==> src/rtl/apb_arb_pkg.sv <==
// Shared types for the APB requester arbiter: FSM state encoding and the grant index type.
package apb_arb_pkg;

    typedef enum logic [0:0] {
        StIdle,
        StBusy
    } arb_state_e;

    localparam int unsigned NumReqDefault = 4;

    typedef logic [$clog2(NumReqDefault)-1:0] grant_idx_t;

endpackage

==> src/rtl/rr_arbiter.sv <==
// Round-robin picker: search starts one past the last grant; the pointer advances only on accept.
module rr_arbiter
    import apb_arb_pkg::*;
#(
    parameter int unsigned NUM_REQ = NumReqDefault,
    localparam int unsigned IdxW   = $clog2(NUM_REQ)
) (
    input  logic               clk_i,
    input  logic               rst_i,
    input  logic [NUM_REQ-1:0] req_i,
    input  logic               en_i,
    output logic [NUM_REQ-1:0] gnt_o,
    output logic [IdxW-1:0]    gnt_idx_o,
    output logic [IdxW-1:0]    last_o
);

    logic [IdxW-1:0] ptr_q;
    logic [IdxW-1:0] cand_idx;
    int unsigned     cand;
    logic            found;

    always_comb begin
        gnt_o     = '0;
        gnt_idx_o = '0;
        found     = 1'b0;
        cand      = 0;
        cand_idx  = '0;
        // Offset 1..NUM_REQ so the last winner is checked last.
        for (int unsigned i = 1; i <= NUM_REQ; i++) begin
            cand     = (32'(ptr_q) + i) % NUM_REQ;
            cand_idx = IdxW'(cand);
            if (!found && req_i[cand_idx]) begin
                found            = 1'b1;
                gnt_o[cand_idx]  = 1'b1;
                gnt_idx_o        = cand_idx;
            end
        end
    end

    always_ff @(posedge clk_i) begin
        if (rst_i) begin
            ptr_q <= IdxW'(NUM_REQ - 1);
        end else if (en_i) begin
            ptr_q <= gnt_idx_o;
        end
    end

    assign last_o = ptr_q;

endmodule

==> src/rtl/apb_req_arbiter.sv <==
// Shares the APB master's command port among NUM_REQ requesters, one command in flight at a time,
// and routes the completion back to the owner as a one-cycle response.
module apb_req_arbiter
    import apb_arb_pkg::*;
#(
    parameter int unsigned NUM_REQ    = NumReqDefault,
    parameter int unsigned ADDR_WIDTH = 32,
    parameter int unsigned DATA_WIDTH = 32,
    localparam int unsigned StrbW     = DATA_WIDTH / 8,
    localparam int unsigned IdxW      = $clog2(NUM_REQ)
) (
    input  logic                          pclk,
    input  logic                          preset,
    input  logic [NUM_REQ-1:0]            req_valid,
    output logic [NUM_REQ-1:0]            req_ready,
    input  logic [NUM_REQ-1:0]            req_write,
    input  logic [NUM_REQ*ADDR_WIDTH-1:0] req_addr,
    input  logic [NUM_REQ*DATA_WIDTH-1:0] req_wdata,
    input  logic [NUM_REQ*StrbW-1:0]      req_strb,
    output logic [NUM_REQ-1:0]            rsp_valid,
    output logic [DATA_WIDTH-1:0]         rsp_rdata,
    output logic                          rsp_error,
    output logic                          transfer,
    output logic                          write_read,
    output logic [ADDR_WIDTH-1:0]         addr_in,
    output logic [DATA_WIDTH-1:0]         wdata_in,
    output logic [StrbW-1:0]              strb_in,
    input  logic [DATA_WIDTH-1:0]         rdata_out,
    input  logic                          transfer_done,
    input  logic                          error,
    output logic                          busy
);

    arb_state_e state_q, state_d;

    logic                  accept;
    logic [NUM_REQ-1:0]    gnt;
    logic [IdxW-1:0]       gnt_idx;
    logic [IdxW-1:0]       owner;

    logic                  cmd_write_q, cmd_write_d;
    logic [ADDR_WIDTH-1:0] cmd_addr_q,  cmd_addr_d;
    logic [DATA_WIDTH-1:0] cmd_wdata_q, cmd_wdata_d;
    logic [StrbW-1:0]      cmd_strb_q,  cmd_strb_d;

    logic [NUM_REQ-1:0]    rsp_valid_q, rsp_valid_d;
    logic [DATA_WIDTH-1:0] rsp_rdata_q, rsp_rdata_d;
    logic                  rsp_error_q, rsp_error_d;

    // The arbiter pointer holds the last grant, which is also the owner of the command in flight.
    rr_arbiter #(
        .NUM_REQ (NUM_REQ)
    ) u_rr_arbiter (
        .clk_i     (pclk),
        .rst_i     (preset),
        .req_i     (req_valid),
        .en_i      (accept),
        .gnt_o     (gnt),
        .gnt_idx_o (gnt_idx),
        .last_o    (owner)
    );

    always_comb begin
        state_d     = state_q;
        accept      = 1'b0;
        cmd_write_d = cmd_write_q;
        cmd_addr_d  = cmd_addr_q;
        cmd_wdata_d = cmd_wdata_q;
        cmd_strb_d  = cmd_strb_q;
        rsp_valid_d = '0;
        rsp_rdata_d = rsp_rdata_q;
        rsp_error_d = rsp_error_q;

        unique case (state_q)
            StIdle: begin
                if (|req_valid) begin
                    accept      = 1'b1;
                    cmd_write_d = req_write[gnt_idx];
                    cmd_addr_d  = req_addr[32'(gnt_idx) * ADDR_WIDTH +: ADDR_WIDTH];
                    cmd_wdata_d = req_wdata[32'(gnt_idx) * DATA_WIDTH +: DATA_WIDTH];
                    cmd_strb_d  = req_strb[32'(gnt_idx) * StrbW +: StrbW];
                    state_d     = StBusy;
                end
            end
            StBusy: begin
                if (transfer_done) begin
                    rsp_valid_d[owner] = 1'b1;
                    rsp_rdata_d        = rdata_out;
                    rsp_error_d        = error;
                    state_d            = StIdle;
                end
            end
            default: state_d = StIdle;
        endcase
    end

    always_ff @(posedge pclk) begin
        if (preset) begin
            state_q     <= StIdle;
            cmd_write_q <= 1'b0;
            cmd_addr_q  <= '0;
            cmd_wdata_q <= '0;
            cmd_strb_q  <= '0;
            rsp_valid_q <= '0;
            rsp_rdata_q <= '0;
            rsp_error_q <= 1'b0;
        end else begin
            state_q     <= state_d;
            cmd_write_q <= cmd_write_d;
            cmd_addr_q  <= cmd_addr_d;
            cmd_wdata_q <= cmd_wdata_d;
            cmd_strb_q  <= cmd_strb_d;
            rsp_valid_q <= rsp_valid_d;
            rsp_rdata_q <= rsp_rdata_d;
            rsp_error_q <= rsp_error_d;
        end
    end

    assign req_ready  = (state_q == StIdle) ? gnt : '0;
    assign transfer   = (state_q == StBusy);
    assign busy       = (state_q == StBusy);
    assign write_read = cmd_write_q;
    assign addr_in    = cmd_addr_q;
    assign wdata_in   = cmd_wdata_q;
    assign strb_in    = cmd_strb_q;
    assign rsp_valid  = rsp_valid_q;
    assign rsp_rdata  = rsp_rdata_q;
    assign rsp_error  = rsp_error_q;

endmodule

==> config.mk <==
export PLATFORM = sky130hd
export DESIGN_NAME = apb_req_arbiter
export DESIGN_NICKNAME = d
export VERILOG_FILES = /design/src/rtl/apb_arb_pkg.sv /design/src/rtl/rr_arbiter.sv /design/src/rtl/apb_req_arbiter.sv
export SDC_FILE = /design/constraint.sdc
export NUM_CORES = 1
export LEC_CHECK = 0
export CAP_MARGIN = 5
export CORE_AREA = 4 4 163 165
export DETAILED_ROUTE_END_ITERATION = 10
export DIE_AREA = 0 0 167 169
export PLACE_DENSITY = 0.67
export SETUP_SLACK_MARGIN = 0.1
export SLEW_MARGIN = 20
export SYNTH_ARGS = -nofsm -noshare
export SYNTH_HDL_FRONTEND = slang
export SYNTH_SLANG_ARGS = --single-unit
==> constraint.sdc <==
create_clock -name pclk -period 3.6 [get_ports pclk]
set_input_delay 0.36 -clock pclk [delete_from_list [all_inputs] [get_ports pclk]]
set_output_delay 0.36 -clock pclk [all_outputs]
set_load 0.01 [all_outputs]
# == After elaboration in Yosys (flattened, before gate mapping) ==
# Index checks and enable logic that the tools add are counted.
# totals
reg_bits,109
input_bits,316
output_inout_bits,112
elab_cells,83
# classes
add_sub_neg,4
magnitude_cmp,11
shifts,3
mux,36
n_bitwise,5
n_reduce_logical,15
# ops
operator,n
$shiftx A128 B8 Y32,2
$mux W4,5
$lt A2 B3 Y1 const B,6
$mux W1,16
$shiftx A16 B5 Y4,1
$or A4 B4 Y4,3
$bmux W1 S2,5
$demux W1 S2,5
$ge A2 B1 Y1 const B,5
$logic_and A1 B1 Y1,8
$mux W2,4
$add A2 B1 Y2 const B,2
$add A2 B2 Y2 const B,2
$reduce_and A2 Y1,2
$reduce_or A4 Y1,1
$logic_not A1 Y1,3
$reduce_or A3 Y1,1
$not A1 Y1,2
$pmux W1 S2,1

# == Depth between registers and ports, before layout ==
# logic_depth
depth_word,15
mapped_depth,14
ltp_nobuf,8

# == By module ==
# Synthesis repeated with hierarchy kept, for this count alone.
# hier_totals
cells_unflattened,406
hier_area_um2,5572.8
# modules_own_cells
module,n_inst,cells_each,area_each_um2,seq_area_each_um2
apb_req_arbiter,1,335,4946.0,2142.1
rr_arbiter,1,71,626.9,40.0

# == Worst setup path before layout ==
# No wires, ideal clock.
# synth_path
path_type,register to register
from,"register u_rr_arbiter.ptr_q[1], in the netlist u_rr_arbiter.last_o[1]"
to,"register cmd_wdata_q[10], in the netlist wdata_in[10]"
t_arrival_ns,2.890
t_required_ns,3.481
slack_ns,0.592
stages_incl_launch_ff,13
n_path_buf,4
period_less_slack_ns,3.008
path_cell_list,dfxtp_1 clkbuf_1 inv_1 ha_1 clkbuf_1 mux4_2 a211o_1 or2_4 buf_6 buf_6 o22ai_1 nor3_1 o221a_2
# synth_between
elab_chain_len,14
# synth_lines
element,line_no,text
start: declaration,rr_arbiter.sv:17,logic [IdxW-1:0] ptr_q;
start signal: assignment,rr_arbiter.sv:42,ptr_q <= IdxW'(NUM_REQ - 1);
start signal: assignment,rr_arbiter.sv:44,ptr_q <= gnt_idx_o;
$add A2 B1 Y2,rr_arbiter.sv:30,cand = (32'(ptr_q) + i) % NUM_REQ;
$bmux W1 S2,rr_arbiter.sv:32,if (!found && req_i[cand_idx]) begin
$mux W1 (not written as such),rr_arbiter.sv:32,
$mux W1,rr_arbiter.sv:32,
$logic_not A1 Y1,rr_arbiter.sv:32,
$logic_and A1 B1 Y1,rr_arbiter.sv:32,
$mux W1,rr_arbiter.sv:32,
$logic_not A1 Y1,rr_arbiter.sv:32,
$logic_and A1 B1 Y1,rr_arbiter.sv:32,
$mux W1,rr_arbiter.sv:32,
$logic_not A1 Y1,rr_arbiter.sv:32,
$logic_and A1 B1 Y1,rr_arbiter.sv:32,
$mux W2 (*),rr_arbiter.sv:32,
$shiftx A128 B8 Y32 (*),apb_req_arbiter.sv:80,cmd_wdata_d = req_wdata[32'(gnt_idx) * DATA_WIDTH +: DATA_WIDTH];
end signal: assignment,apb_req_arbiter.sv:111,cmd_wdata_q <= cmd_wdata_d;
end: declaration,apb_req_arbiter.sv:43,"logic [DATA_WIDTH-1:0] cmd_wdata_q, cmd_wdata_d;"
# Every way passes the cells marked *; elsewhere a longest branch is shown, timed or not. The select of a mux whose other input is x is not followed.
# A chain may end at the register's enable or synchronous reset.

# == Final worst setup path ==
# layout_path
from,"register u_rr_arbiter.ptr_q[0], in the netlist u_rr_arbiter.last_o[0]"
to,output req_ready[3]
# layout_between
elab_chain_len,14
# layout_lines
element,line_no,text
"parallel branches: the longest is 12 deep, another holds $lt A2 B3 Y1",--,
$mux W4 (*),rr_arbiter.sv:32,
$mux W4 (*),apb_req_arbiter.sv:119,assign req_ready = (state_q == StIdle) ? gnt : '0;
end: declaration,apb_req_arbiter.sv:15,"output logic [NUM_REQ-1:0] req_ready,"
# Mark *: on every way between the ends. The select of a mux whose other input is x is not followed.

==> results.json <==
{
  "cp-end-kind": "output port",
  "critPathRequiredTime_ns": 3.24,
  "cts_tree": "built",
  "slew_headroom": 0.384,
  "ff_latch_area_um2": 2190,
  "firstDrtPassIters": 5,
  "drcViolationCount": 0,
  "cts_buffer_depth": 2,
  "cts_sinks": 109,
  "synth_edf_count": 0,
  "gp_congestion": 0.876,
  "dpl_cell_area_um2": 12300,
  "drive_gt1_frac": 0.0508,
  "nets": 1777,
  "io_pins": 428,
  "cts.clk_slew.worst_paths_ns": 0.09,
  "die-height_um": 169,
  "fin_skew_ns": 0.0114,
  "grt_max_degree": 139,
  "cp_max_fo": 11,
  "status": "finished clean",
  "regToRegSetupSlack_ns": 0.39,
  "maxCapViolations": 0,
  "p_leak_nw": 4.49,
  "placed_cells": 1772,
  "cp_top_family": "buffers and inverters",
  "drtIter0Drc": 666,
  "synthArstFlopShare": 0,
  "irDropWorstVdd_v": 0.000376,
  "dieArea_um2": 28200,
  "final_util": 0.502,
  "grt_pass1_wl_um": 55400,
  "synth_ff_type": "dfxtp_1",
  "powerDensity_nw_per_um2": 593,
  "cts_inserted_buffers": 9,
  "cp-endpoint": "req_ready[3]",
  "insertion_delay_ns": 0.36,
  "yosysSeqAreaShare": 0.277,
  "dpl.hpwl_um": 25600,
  "syn_avg_cell_area_um2": 7.09,
  "postSynthCellCount": 1112,
  "synth_fp_nets": 1436,
  "tns_ns": 0,
  "multiInputGateArea_um2": 5050,
  "cts_hold_buf": 0,
  "regToRegEndpoint": "wdata_in[1]",
  "cp_cell_sequence": "inv_2 > ha_1 > mux2_2 > mux2i_1 > buf_4 > nor2_1 > a21oi_1 > a21oi_1 > nor2_1 > clkdlybuf4s50_1",
  "row_count": 58,
  "syn-cell-area_um2": 7880,
  "hp-class": "reg2reg",
  "ys_seq_elements": 109,
  "worst_path_largest_cell_delay_ns": 0.56,
  "wl_um": 36700,
  "worst-path-buf-inv": 3,
  "cp-start-kind": "flop",
  "fmax_mhz": 304,
  "final-max-slew-violation-count": 0,
  "path_class": "reg2out",
  "rr_startpoint": "u_rr_arbiter.last_o[0]",
  "chipWidth_um": 167,
  "io_buffer_count": 427,
  "startpoint": "u_rr_arbiter.last_o[0]",
  "ys_warn_count": 0,
  "initial_utilization": 0.315,
  "fillCellCount": 2429,
  "first_global_vias": 9751,
  "cp.arrival_ns": 2.93,
  "synth_cell_type_count": 48,
  "htree_levels": 3,
  "ant_nets": 0,
  "syn2layout_area_growth_pct": 59.5,
  "grt_util_all_layers": 0.243,
  "cp.depth": 10,
  "core_um2": 25000,
  "wire_per_inst_um": 20.5,
  "hold_viol": 0,
  "tightestPinTransition_ns": 0.924,
  "viasPerCell": 5.77,
  "finalSetupViolations": 0,
  "rsz0062_at_grt": "no",
  "fin_cells": 1789,
  "antenna_found_initial": 5,
  "cts-root-buf": "clkbuf_16",
  "cp_slowest_cell": "clkdlybuf4s50_1",
  "ff2ff_path_depth": 9,
  "vias": 10319,
  "fin_crit_sh": 0.915,
  "postLayoutCellArea_um2": 12600,
  "period_needed_ns": 3.29,
  "grt_overflow": 0,
  "worstHoldPathCells": 1
}
[where the power goes]
group	total (W)	internal (W)	leakage, nW	switching (W)
registers	0.00164	0.00148	0.902	0.000167
logic	0.00477	0.00201	3.45	0.00276
clock network	0.00105	0.000496	0.144	0.000549
[per-layer routing]
metal,vias to the layer above,routed length [um],GRT usage
li1,4900,-,-
met1,4830,14700,0.296
met2,505,17300,0.411
met3,76,3350,0.0689
met4,8,1230,0.0857
met5,-,46,0
[worst reg2reg max path, delay by kind of cell, from the launching register on]
family / cells / cell delay [ns]
AO/OA/AOI/OAI: 4 / 1.30
buffers and inverters: 2 / 0.27
multiplexers: 1 / 0.40
adder cells (fa/ha/maj): 1 / 0.45
flip-flops: 1 / 0.44
AND/OR/NAND/NOR: 1 / 0.25
[cells in the final DEF, fill, tap and decap left out, types with 3 or more instances in the layout]
master,Yosys,layout
clkdlybuf4s50_1,0,426
nor3_1,205,205
nor2_1,149,148
nand2_1,140,137
o22ai_1,136,136
dfxtp_1,109,108
a31oi_1,69,69
o221a_1,61,61
a22o_1,33,33
buf_4,4,25
a21oi_1,10,9
clkbuf_16,0,9
ha_1,8,8
o221a_2,7,7
buf_12,0,7
and2_1,6,5
mux2i_1,4,4
a22oi_1,4,4
or3_1,3,3
o21ai_0,3,3
inv_6,0,3
[through the flow]
step	hold WS (ns)	total power, W	setup slack, ns
2_1_floorplan	0.486	0.00456	0.592
3_3_place_gp	0.461	0.00637	0.378
3_5_place_dp	0.463	0.00643	0.334
4_1_cts	0.488	0.00751	0.251
5_1_grt	0.492	0.00798	0.105
6_report	0.481	0.00746	0.306
[cell families after synthesis]
kind of cell,share of synthesized area
simple gates,0.288
compound gates,0.323
buf+inv,0.0860
flops,0.277
mux,0.0136
fa+ha+maj,0.0127
[timing repair]
| item | 4_1_cts | 5_1_grt |
|---|---|---|
| endpoints found under the setup margin | 0 | 1 |
| setup buffers | 0 | 0 |
| gates resized for setup | 0 | 1 |
[cell type report]
cell class,count,share of cell area
tap,330,0.0328
inverter,3,0.000895
antenna,1,0.000199
clock inverter,7,0.00617
clock buffer,9,0.0179
multi-input combinational,870,0.402
timing repair buffer,460,0.366
sequential,109,0.174
[synth_stat cells (all sizes together) (2+ instances only)]
| cell type | instances | share of area |
|---|---|---|
| nand2b | 2 | 0.0016 |
| a221oi | 2 | 0.0022 |
| a31oi | 69 | 0.055 |
| mux2i | 4 | 0.0051 |
| or3 | 3 | 0.0024 |
| and3 | 2 | 0.0016 |
| a22oi | 4 | 0.0038 |
| a211oi | 2 | 0.0025 |
| o221a | 68 | 0.097 |
| clkbuf | 67 | 0.032 |
| inv | 3 | 0.0014 |
| nor2 | 149 | 0.071 |
| nor4 | 2 | 0.0016 |
| o21ai | 5 | 0.0036 |
| nor3 | 205 | 0.13 |
| mux4 | 2 | 0.0057 |
| nand2 | 140 | 0.067 |
| ha | 8 | 0.013 |
| dfxtp | 109 | 0.28 |
| o211ai | 2 | 0.0019 |
| o22ai | 136 | 0.11 |
| or3b | 2 | 0.0022 |
| a22o | 33 | 0.037 |
| or2 | 2 | 0.0019 |
| buf | 63 | 0.053 |
| a21oi | 10 | 0.0063 |
| mux2 | 2 | 0.0029 |
| nand3b | 2 | 0.0019 |
| and2 | 6 | 0.0048 |
[registers in the layout, indices dropped and copies added (netlist names)]
register	flops
addr_in	32
rsp_rdata	32
wdata_in	32
rsp_valid	4
strb_in	4
u_rr_arbiter.last_o	2
busy	1
rsp_error	1
write_read	1
[worst min-delay path by stage]
stage | end | from | slack, ns
3_3_place_gp | rsp_rdata[18] | rsp_rdata[18] | 0.46
4_1_cts | rsp_rdata[12] | rsp_rdata[12] | 0.49
2_1_floorplan | rsp_error | error | 0.49
3_5_place_dp | rsp_rdata[7] | rsp_rdata[7] | 0.46
5_1_grt | rsp_rdata[19] | rsp_rdata[19] | 0.49
6_report | rsp_rdata[12] | rsp_rdata[12] | 0.48
No activity file was read; power rests on OpenSTA's default activity.
